### src/rtl/hr_window_ctrl_if.sv
// Bundles the control, sensor and result signals exchanged between the
// heart-rate measurement sequencer and its surroundings.
`timescale 1ns/1ps
interface hr_window_ctrl_if #(
  parameter int BPM_W = 8
);
  logic             start;
  logic             abort;
  logic             pulse_in;
  logic             window_done;
  logic             tick_1hz;
  logic             en_cont;
  logic             busy;
  logic [BPM_W-1:0] bpm;
  logic             bpm_valid;
  logic             overflow;

  modport master (
    output start, abort, pulse_in, window_done,
    input  tick_1hz, en_cont, busy, bpm, bpm_valid, overflow
  );

  modport slave (
    input  start, abort, pulse_in, window_done,
    output tick_1hz, en_cont, busy, bpm, bpm_valid, overflow
  );
endinterface

### src/rtl/hr_window_ctrl.sv
// Measurement sequencer: drives the 1 Hz timebase and enable of the window timer,
// counts debounced sensor beats over one window and publishes a saturating BPM.
`timescale 1ns/1ps
module hr_window_ctrl #(
  parameter int CLK_HZ       = 100_000_000,
  parameter int DEBOUNCE_CYC = 1_000_000,
  parameter int BPM_W        = 8
) (
  input  logic            clk,
  input  logic            rst,
  hr_window_ctrl_if.slave bus
);

  localparam int PW   = (CLK_HZ > 1) ? $clog2(CLK_HZ) : 1;
  localparam int DW   = $clog2(DEBOUNCE_CYC + 1);
  localparam int HALF = CLK_HZ / 2;
  localparam logic [BPM_W-1:0] BEAT_MAX = '1;

  typedef enum logic [1:0] {
    IDLE,
    ARM,
    MEASURE,
    LATCH
  } state_t;

  state_t           state_q, state_d;
  logic [PW-1:0]    presc_q, presc_d;
  logic             tick_q, tick_d;
  logic             wdSync1_q, wdSync2_q;
  logic             pulseSync1_q, pulseSync2_q;
  logic             deb_q, deb_d;
  logic [DW-1:0]    debCnt_q, debCnt_d;
  logic             beatRise;
  logic [BPM_W-1:0] beat_q, beat_d;
  logic             ovfPend_q, ovfPend_d;
  logic [BPM_W-1:0] bpm_q, bpm_d;
  logic             ovf_q, ovf_d;
  logic             valid_q, valid_d;

  always_ff @(posedge clk or posedge rst) begin
    if (rst) begin
      state_q      <= IDLE;
      presc_q      <= '0;
      tick_q       <= 1'b0;
      wdSync1_q    <= 1'b0;
      wdSync2_q    <= 1'b0;
      pulseSync1_q <= 1'b0;
      pulseSync2_q <= 1'b0;
      deb_q        <= 1'b0;
      debCnt_q     <= '0;
      beat_q       <= '0;
      ovfPend_q    <= 1'b0;
      bpm_q        <= '0;
      ovf_q        <= 1'b0;
      valid_q      <= 1'b0;
    end else begin
      state_q      <= state_d;
      presc_q      <= presc_d;
      tick_q       <= tick_d;
      wdSync1_q    <= bus.window_done;
      wdSync2_q    <= wdSync1_q;
      pulseSync1_q <= bus.pulse_in;
      pulseSync2_q <= pulseSync1_q;
      deb_q        <= deb_d;
      debCnt_q     <= debCnt_d;
      beat_q       <= beat_d;
      ovfPend_q    <= ovfPend_d;
      bpm_q        <= bpm_d;
      ovf_q        <= ovf_d;
      valid_q      <= valid_d;
    end
  end

  // beatRise marks the cycle the debounced level flips 0->1
  always_comb begin
    deb_d    = deb_q;
    debCnt_d = '0;
    beatRise = 1'b0;
    if (pulseSync2_q != deb_q) begin
      if (debCnt_q == DW'(DEBOUNCE_CYC - 1)) begin
        deb_d    = pulseSync2_q;
        beatRise = pulseSync2_q;
      end else begin
        debCnt_d = debCnt_q + 1'b1;
      end
    end
  end

  always_comb begin
    state_d   = state_q;
    presc_d   = presc_q;
    beat_d    = beat_q;
    ovfPend_d = ovfPend_q;
    bpm_d     = bpm_q;
    ovf_d     = ovf_q;
    valid_d   = 1'b0;
    case (state_q)
      IDLE: begin
        if (bus.start) state_d = ARM;
      end
      ARM: begin
        presc_d   = '0;
        beat_d    = '0;
        ovfPend_d = 1'b0;
        state_d   = MEASURE;
      end
      MEASURE: begin
        presc_d = (presc_q == PW'(CLK_HZ - 1)) ? '0 : presc_q + 1'b1;
        if (beatRise) begin
          if (beat_q == BEAT_MAX) ovfPend_d = 1'b1;
          else                    beat_d    = beat_q + 1'b1;
        end
        // Result is taken on entry to LATCH so bpm and its strobe line up
        if (wdSync2_q) begin
          state_d = LATCH;
          bpm_d   = beat_d;
          ovf_d   = ovfPend_d;
          valid_d = 1'b1;
        end
      end
      LATCH: begin
        state_d = IDLE;
      end
      default: begin
        state_d = IDLE;
      end
    endcase
    if (bus.abort) begin
      state_d = IDLE;
      bpm_d   = bpm_q;
      ovf_d   = ovf_q;
      valid_d = 1'b0;
    end
  end

  assign tick_d = (state_q == MEASURE) && (state_d == MEASURE) && (presc_q < PW'(HALF));

  assign bus.tick_1hz  = tick_q;
  assign bus.en_cont   = (state_q == MEASURE);
  assign bus.busy      = (state_q != IDLE);
  assign bus.bpm       = bpm_q;
  assign bus.bpm_valid = valid_q;
  assign bus.overflow  = ovf_q;

endmodule

### src/flat_wrapper.sv
// flat-port wrapper written by rule: the top's interface ports become plain ports
module hr_window_ctrl_flat 
#(
  parameter int CLK_HZ       = 100_000_000,
  parameter int DEBOUNCE_CYC = 1_000_000,
  parameter int BPM_W        = 8
)
  (clk, rst, bus_start, bus_abort, bus_pulse_in, bus_window_done, bus_tick_1hz, bus_en_cont, bus_busy, bus_bpm, bus_bpm_valid, bus_overflow);
  hr_window_ctrl_if #(.BPM_W(BPM_W)) bus_i ();
  input  logic clk;
  input  logic rst;
  input wire logic [$bits(bus_i.start)-1:0] bus_start;
  input wire logic [$bits(bus_i.abort)-1:0] bus_abort;
  input wire logic [$bits(bus_i.pulse_in)-1:0] bus_pulse_in;
  input wire logic [$bits(bus_i.window_done)-1:0] bus_window_done;
  output wire logic [$bits(bus_i.tick_1hz)-1:0] bus_tick_1hz;
  output wire logic [$bits(bus_i.en_cont)-1:0] bus_en_cont;
  output wire logic [$bits(bus_i.busy)-1:0] bus_busy;
  output wire logic [$bits(bus_i.bpm)-1:0] bus_bpm;
  output wire logic [$bits(bus_i.bpm_valid)-1:0] bus_bpm_valid;
  output wire logic [$bits(bus_i.overflow)-1:0] bus_overflow;
  assign bus_i.start = bus_start;
  assign bus_i.abort = bus_abort;
  assign bus_i.pulse_in = bus_pulse_in;
  assign bus_i.window_done = bus_window_done;
  assign bus_tick_1hz = bus_i.tick_1hz;
  assign bus_en_cont = bus_i.en_cont;
  assign bus_busy = bus_i.busy;
  assign bus_bpm = bus_i.bpm;
  assign bus_bpm_valid = bus_i.bpm_valid;
  assign bus_overflow = bus_i.overflow;
  hr_window_ctrl #(.CLK_HZ(CLK_HZ), .DEBOUNCE_CYC(DEBOUNCE_CYC), .BPM_W(BPM_W)) u_core (.clk(clk), .rst(rst), .bus(bus_i));
endmodule
### config.mk
export PLATFORM = sky130hd
export DESIGN_NAME = hr_window_ctrl_flat
export DESIGN_NICKNAME = d
export VERILOG_FILES = /design/src/rtl/hr_window_ctrl_if.sv /design/src/rtl/hr_window_ctrl.sv /design/src/flat_wrapper.sv
export SDC_FILE = /design/constraint.sdc
export NUM_CORES = 1
export LEC_CHECK = 0
export ABC_AREA = 1
export CAP_MARGIN = 20
export CORE_UTILIZATION = 55
export DETAILED_ROUTE_END_ITERATION = 8
export PLACE_DENSITY = 0.73
export SLEW_MARGIN = 20
export SYNTH_ARGS = -nofsm -noshare
export SYNTH_HDL_FRONTEND = slang
export SYNTH_SLANG_ARGS = --single-unit
export TNS_END_PERCENT = 5
### constraint.sdc
create_clock -name clk -period 2.3 [get_ports clk]
set_input_delay 0.23 -clock clk [delete_from_list [all_inputs] [get_ports clk]]
set_output_delay 0.23 -clock clk [all_outputs]
set_load 0.01 [all_outputs]
==> flow_summary.yaml, run 1 <==
finish:
  nets: 621
  syn2layout_area_growth_pct: 11.3
  fin_area_um2: 4840
  drive_gt1_frac: 0.104
  seq_area_um2: 1850
  antenna_cells: 0
  fin_util: 0.630
  n_fill_cell: 692
  multi_input_area_um2: 2140
  final_cells: 716
grt:
  grt_max_degree: 60
  grt_pass1_vias: 3670
  grt_usage: 0.256
  grt-ovfl-total: 0
  antenna_found_initial: 0
  grt_pass1_wl_mm: 16.9
sta:
  setup_tns_ns: 0
  max_slew.worst_pin.slew_ns: 0.571
  fin_crit_sh: 0.886
  drv_slew: 0
  rsz0062_at_grt: "no"
  hold_viol: 0
  fmax_mhz: 491
  period_needed_ns: 2.04
  slew_headroom: 0.618
  final-setup-viol-count: 0
  clock_skew_ns: 0.0124
detailed_routing:
  drt-wirelength-per-cell_um: 13.2
  drt_iter0_markers: 223
  dr.pass1.iters: 5
  viasPerCell: 5.23
  drt_wl_total_mm: 9.42
  vias: 3748
  drcViolationCount: 0
  postRouteAntennaNets: 0
clocking:
  cts_root_buf: "clkbuf_8"
  cts_sinks: 74
  holdBufCountCts: 0
  path_clk_slew_ns: 0.08
  cts_setup_buffers: 0
  h-tree-depth: 3
  clk_latency_ns: 0.35
  cts_buffer_depth: 2
  tritoncts: "built"
  post_cts_resized: 0
  cts_buffers: 9
worst_setup_path:
  cp.arrival_ns: 1.81
  crit_fanout: 8
  crit_path_end_kind: "primary output"
  cp.required_ns: 2.07
  crit_type: "reg2out"
  worst_setup_path_start_kind: "register"
synth:
  syn_inst: 584
  syn_nets: 596
  synth_area_leaders: "dfrtp_1 43%, nand2_1 14%, nor2_1 7.3%"
  synthTopCellsByCount: "164 x nand2_1, 85 x nor2_1, 74 x dfrtp_1"
  async_flop_share: 1.00
  yosysTopAreaCellShare: 0.426
  syn_area_per_cell_um2: 7.45
  ys_ff_latch: 74
  synth_edf_count: 0
  synth-seq-area-share: 0.426
  yosysWarnings: 0
  syn_area_um2: 4350
  synth-main-ff-cell: "dfrtp_1"
  synth_most_common_cell: "nand2_1"
  yosysUniqueCellTypes: 36
  synth_top_cell_by_area: "dfrtp_1"
place:
  place_congestion: 0.951
  port_buffers: 18
  hpwl_mm: 7.03
  dpl_cell_area_um2: 4640
  dp.cells: 700
power:
  power_uw: 2940
  leakage_uw: 0.00226
  vdd_drop_max_uv: 494
  p_per_area_nw_per_um2: 608
floorplan:
  initial_utilization: 0.566
  rows: 32
  dieArea_um2: 8270
  core_um2: 7690
  die_y_um: 90.9
  die_x_um: 90.9
  io_pins: 19
min_path:
  hold_path.class: "in2async"
status:
  status: "complete, no violations"
job:
  max_cap_violations: 0
area by class of cell:
class	instances	share of cell area
Inverter	79	0.0615
Clock inverter	6	0.0132
Tap cell	102	0.0264
Multi-Input combinational cell	423	0.442
Sequential cell	74	0.383
Clock buffer	10	0.0284
Timing Repair Buffer	22	0.0460
path summary, 6_finish.rpt:
| kind | from | to | slack, ns | cells after the start |
|---|---|---|---|---|
| setup / recovery | u_core.state_q[0]$_DFF_PP0_ | bus_en_cont | 0.26 | 3 |
| hold / removal | rst | u_core.debCnt_q[6]$_DFF_PP0_ | 0.17 | 2 |
| setup reg to reg | u_core.debCnt_q[0]$_DFF_PP0_ | u_core.debCnt_q[6]$_DFF_PP0_ | 0.43 | 8 |
| hold reg to reg | u_core.wdSync1_q$_DFF_PP0_ | u_core.wdSync2_q$_DFF_PP0_ | 0.36 | 0 |
| max in group asynchronous | rst | u_core.presc_q[20]$_DFFE_PP0P_ | 1.49 | 3 |
| min in group clk | bus_pulse_in | u_core.pulseSync1_q$_DFF_PP0_ | 0.31 | 1 |
report_power, final:
| group | switching (uW) | total (uW) | internal [uW] |
|---|---|---|---|
| Combinational | 406 | 557 | 151 |
| Clock | 501 | 1030 | 530 |
| Sequential | 21.7 | 1350 | 1330 |
| Total | 929 | 2940 | 2010 |
placed cells by master (no fill, tap or decap), types with 2 or more instances in the layout:
| master | instances |
|---|---|
| nor3_1 | 19 |
| nand2_1 | 164 |
| xor2_1 | 15 |
| ha_1 | 6 |
| xnor2_1 | 5 |
| nand3_2 | 2 |
| a21oi_2 | 7 |
| nor3_2 | 4 |
| a21oi_1 | 5 |
| nor4_1 | 2 |
| clkbuf_8 | 10 |
| nor2_4 | 5 |
| o21ai_0 | 10 |
| nor3b_1 | 2 |
| buf_4 | 3 |
| nand2_2 | 7 |
| nor2_2 | 2 |
| nand4_1 | 21 |
| nor2_1 | 85 |
| inv_2 | 4 |
| inv_1 | 72 |
| clkinv_1 | 2 |
| dfrtp_1 | 74 |
| clkinv_2 | 3 |
| clkdlybuf4s50_1 | 18 |
| clkinvlp_4 | 2 |
| nand3_1 | 47 |
| o21ai_2 | 8 |
flip-flops by register name, summed over array words and instances, names as in the netlist, 2 cells and up:
signal,flops
u_core.beat_q,8
u_core.debCnt_q,20
u_core.bus.bpm,8
u_core.presc_q,27
u_core.state_q,2
kinds of logic (layout without fill, tap and decap cells):
group / count (synthesis) / in the layout / share of synthesized area
simple gates: 363 / 363 / 0.378
buf+inv: 87 / 117 / 0.0826
fa+ha+maj: 6 / 6 / 0.0173
flops: 74 / 74 / 0.426
compound gates: 33 / 33 / 0.0524
xor+xnor: 21 / 21 / 0.0440
routing by layer:
| metal | wire (um) | vias to the layer above | GRT usage | share of wire |
|---|---|---|---|---|
| li1 | - | 1897 | - | - |
| met5 | 0 | - | 0 | 0 |
| met1 | 4550 | 1751 | 0.357 | 0.48 |
| met3 | 402 | 20 | 0.0488 | 0.043 |
| met2 | 4320 | 80 | 0.405 | 0.46 |
| met4 | 151 | 0 | 0.0767 | 0.016 |
per-stage QoR:
step | setup slack [ns] | hold slack [ns]
global placement | 0.495 | 0.334
global route | 0.172 | 0.192
CTS | 0.265 | 0.185
detailed placement | 0.458 | 0.338
floorplan | 0.188 | 0.261
finish | 0.261 | 0.174
worst max-delay path, stage by stage (launching register included):
cell and delay (ns):
dfrtp_1 0.40, inv_1 0.10, ha_1 0.35, clkdlybuf4s50_1 0.61
Note: power is estimated with default switching activity, not from simulation.
==> inputs of run 2 (changes only) <==
REMOVE_ABC_BUFFERS = 1   (was not set)
==> flow_summary.yaml, run 2 (synthesis results as in run 1) <==
finish:
  drive_gt1_frac: 0.103
  layout_common_cells: "164 x nand2_1, 85 x nor2_1, 74 x dfrtp_1"
  largestRegisters: "u_core.presc_q (27), u_core.debCnt_q (20)"
  final_cells: 716
  final_common_cell: "nand2_1"
  fin_area_um2: 4870
  syn2layout_area_growth_pct: 11.9
  n_fill_cell: 706
  antenna_cells: 0
  regMostFlops: "u_core.presc_q"
  largest_reg_flops: 27
  nets: 621
place:
  place_congestion: 0.981
  port_buffers: 18
  hpwl_mm: 6.99
  dp.cells: 700
  dpl_cell_area_um2: 4650
detailed_routing:
  viasPerCell: 5.27
  postRouteAntennaNets: 0
  drt_iter0_markers: 329
  dr.pass1.iters: 5
  drcViolationCount: 0
  drt-wirelength-per-cell_um: 13.2
  drt_wl_total_mm: 9.43
  vias: 3773
clocking:
  cts_sinks: 74
  cts_setup_buffers: 0
  holdBufCountCts: 0
  tritoncts: "built"
  h-tree-depth: 3
  cts_buffers: 9
  post_cts_resized: 0
  cts_root_buf: "clkbuf_8"
  path_clk_slew_ns: 0.08
  clk_latency_ns: 0.35
  cts_buffer_depth: 2
grt:
  grt_max_degree: 29
  grt-ovfl-total: 0
  gr-max-usage-layer: "met2"
  antenna_found_initial: 0
  use_met2: 0.401
  grt_pass1_wl_mm: 16.7
  met3_usage: 0.0337
  grt_usage: 0.251
  grt_pass1_vias: 3630
  grt_util_met1: 0.352
worst_setup_path:
  crit_start: "u_core.state_q[0]$_DFF_PP0_"
  path_depth: 3
  crit_type: "reg2out"
  cp.arrival_ns: 1.81
  crit_buf_inv: 2
  r2r_cells: 8
  path_delay_family: "buffers and inverters"
  cp.required_ns: 2.07
  slowest_stage: "clkdlybuf4s50_1"
  crit_fanout: 8
  worst_setup_path_start_kind: "register"
  crit_path_cell_trace: "inv_1, ha_1, clkdlybuf4s50_1"
  rr_startpoint: "u_core.debCnt_q[0]$_DFF_PP0_"
  cp_slowest_stage_delay_ns: 0.60
  crit_path_end_kind: "primary output"
sta:
  hold_viol: 0
  drv_slew: 0
  clock_skew_ns: 0.0101
  slew_headroom: 0.598
  final-setup-viol-count: 0
  max_slew.worst_pin.slew_ns: 0.601
  holdWs_ns: 0.274
  period_needed_ns: 2.04
  setup_tns_ns: 0
  rsz0062_at_grt: "no"
  fin_crit_sh: 0.887
  fmax_mhz: 490
power:
  power_uw: 3030
  p_per_area_nw_per_um2: 622
  leakage_uw: 0.00227
  vdd_drop_max_uv: 655
floorplan:
  initial_utilization: 0.566
  die_y_um: 90.9
  dieArea_um2: 8270
  core_um2: 7690
  die_x_um: 90.9
  rows: 32
  io_pins: 19
status:
  status: "complete, no violations"
min_path:
  hold_path.class: "in2async"
job:
  max_cap_violations: 0
[run 2: cell count changes in the layout (fill, tap and decap cells not counted), sizes merged]
cell,change
bufinv,+1
clkinvlp,-1
[run 2: area by class of cell]
cell class | instances | area [um2] | share of cell area
Multi-Input combinational cell | 423 | 2140 | 0.439
Sequential cell | 74 | 1850 | 0.380
Inverter | 79 | 298 | 0.0612
Timing Repair Buffer | 22 | 235 | 0.0483
Clock buffer | 10 | 128 | 0.0262
Tap cell | 102 | 128 | 0.0262
Clock inverter | 6 | 90.1 | 0.0185
[run 2: worst paths after layout]
path	to	slack (ns)
max	bus_en_cont	0.26
min	u_core.debCnt_q[11]$_DFF_PP0_	0.27
max reg2reg	u_core.debCnt_q[5]$_DFF_PP0_	0.41
min reg2reg	u_core.pulseSync2_q$_DFF_PP0_	0.36
max in group asynchronous	u_core.bus.tick_1hz$_DFF_PP0_	1.47
min in group clk	u_core.pulseSync1_q$_DFF_PP0_	0.31
[run 2: metal layers]
layer	wire, um	part of all wire
met5	0	0
met4	125	0.013
met3	393	0.042
met2	4380	0.46
met1	4530	0.48
[run 2: per-stage QoR]
step | worst slack (ns) | utilization
floorplan | 0.188 | -
global placement | 0.459 | 0.605
detailed placement | 0.409 | 0.605
CTS | 0.252 | 0.633
global route | 0.186 | 0.633
finish | 0.260 | 0.633
[run 2: worst reg2reg max path: cells and delay by family (launching register included)]
family | cells | cell delay (ns)
flops | 1 | 0.41
compound gates | 1 | 0.21
buf+inv | 2 | 0.27
simple gates | 4 | 0.68
fa+ha+maj | 1 | 0.23
[run 2: report_power, final]
group | switching [uW] | internal (uW) | total, uW | leakage, uW
Combinational | 407 | 137 | 544 | 0.00114
Clock | 515 | 616 | 1130 | 0.000107
Sequential | 22.0 | 1330 | 1350 | 0.00102
Total | 944 | 2080 | 3030 | 0.00227
==> inputs of run 3 (changes only) <==
CORE_MARGIN = 4   (was not set)
clock period = 2.4 ns   (was 2.3 ns; I/O delays follow)
==> flow_summary.yaml, run 3 (synthesis results as in run 1) <==
grt:
  grt_max_degree: 40
  grt_pass1_wl_mm: 16.7
  antenna_found_initial: 0
  grt_usage: 0.214
  grt-ovfl-total: 0
  grt_pass1_vias: 3717
worst_setup_path:
  crit_type: "reg2out"
  cp.arrival_ns: 1.81
  crit_fanout: 8
  cp.required_ns: 2.16
  crit_path_end_kind: "primary output"
  worst_setup_path_start_kind: "register"
sta:
  setup_tns_ns: 0
  rsz0062_at_grt: "no"
  fin_crit_sh: 0.853
  holdWs_ns: 0.308
  drv_slew: 0
  slew_headroom: 0.553
  hold_viol: 0
  clock_skew_ns: 0.00792
  period_needed_ns: 2.05
  fmax_mhz: 488
  final-setup-viol-count: 0
  max_slew.worst_pin.slew_ns: 0.669
detailed_routing:
  drt_iter0_markers: 292
  viasPerCell: 5.29
  drt_wl_total_mm: 9.45
  drt-wirelength-per-cell_um: 13.2
  dr.pass1.iters: 5
  drcViolationCount: 0
  vias: 3789
  postRouteAntennaNets: 0
status:
  status: "complete, no violations"
clocking:
  cts_setup_buffers: 0
  tritoncts: "built"
  cts_sinks: 74
  cts_buffers: 9
  h-tree-depth: 3
  cts_buffer_depth: 2
  post_cts_resized: 0
  clk_latency_ns: 0.35
  holdBufCountCts: 0
  cts_root_buf: "clkbuf_8"
  path_clk_slew_ns: 0.08
floorplan:
  core_um2: 7730
  io_pins: 19
  initial_utilization: 0.563
  die_y_um: 96.9
  rows: 32
  dieArea_um2: 9390
  die_x_um: 96.9
min_path:
  hold_path.class: "in2async"
power:
  power_uw: 2770
  vdd_drop_max_uv: 719
  leakage_uw: 0.00225
  p_per_area_nw_per_um2: 576
place:
  port_buffers: 18
  place_congestion: 0.932
  hpwl_mm: 6.95
  dp.cells: 700
finish:
  antenna_cells: 0
  regMostFlops: "u_core.presc_q"
  fin_util: 0.624
  largestRegisters: "u_core.presc_q (27), u_core.debCnt_q (20)"
  drive_gt1_frac: 0.103
  layout_common_cells: "164 x nand2_1, 85 x nor2_1, 74 x dfrtp_1"
  final_common_cell: "nand2_1"
  final_cells: 716
  nets: 621
  largest_reg_flops: 27
  syn2layout_area_growth_pct: 10.8
job:
  max_cap_violations: 0
==> run 3: cell types whose count changed in the layout (fill, tap and decap cells not counted) <==
cell / change
clkinvlp_4: -1
bufinv_16: -1
clkinv_2: +1
buf_4: +2
buf_12: -2
clkinv_4: +1
==> run 3: metrics by stage <==
step                      cell area [um2]  worst slack, ns
after floorplan                      4290            0.278
final                                4820            0.352
after detailed placement             4630            0.506
after global routing                 4820            0.268
after global placement               4630            0.559
after CTS                            4820            0.329
==> run 3: area by class of cell <==
type	count	area (um2)
clock inverters	6	66.3
flip-flops and latches	74	1850
fillers	709	2910
repair buffers	22	210
multi-input cells	423	2140
clock buffers	10	128
well taps	102	128
inverters	79	298
==> run 3: final timing paths <==
path / start / endpoint / slack [ns] / depth (start not counted)
setup / recovery: u_core.state_q[0]$_DFF_PP0_ / bus_en_cont / 0.35 / 3
hold / removal: rst / u_core.debCnt_q[11]$_DFF_PP0_ / 0.31 / 3
setup reg to reg: u_core.debCnt_q[0]$_DFF_PP0_ / u_core.debCnt_q[5]$_DFF_PP0_ / 0.49 / 8
hold reg to reg: u_core.pulseSync1_q$_DFF_PP0_ / u_core.pulseSync2_q$_DFF_PP0_ / 0.36 / 0
max in group asynchronous: rst / u_core.presc_q[4]$_DFFE_PP0P_ / 1.70 / 3
min in group clk: bus_pulse_in / u_core.pulseSync1_q$_DFF_PP0_ / 0.32 / 1
==> run 3: routing by layer <==
layer / GRT usage / wire [um]
met1: 0.287 / 4450
met4: 0.0799 / 207
met5: 0 / 0
met3: 0.0411 / 421
met2: 0.346 / 4380
==> run 3: worst max-delay path, stage by stage, from the launching register on <==
cell and delay [ns]:
dfrtp_1 0.40, inv_1 0.12, ha_1 0.34, clkdlybuf4s50_1 0.60
==> run 3: where the power goes <==
group	switching (uW)	internal, uW	total [uW]
logic	382	127	509
registers	21.5	1270	1300
clock network	485	484	969
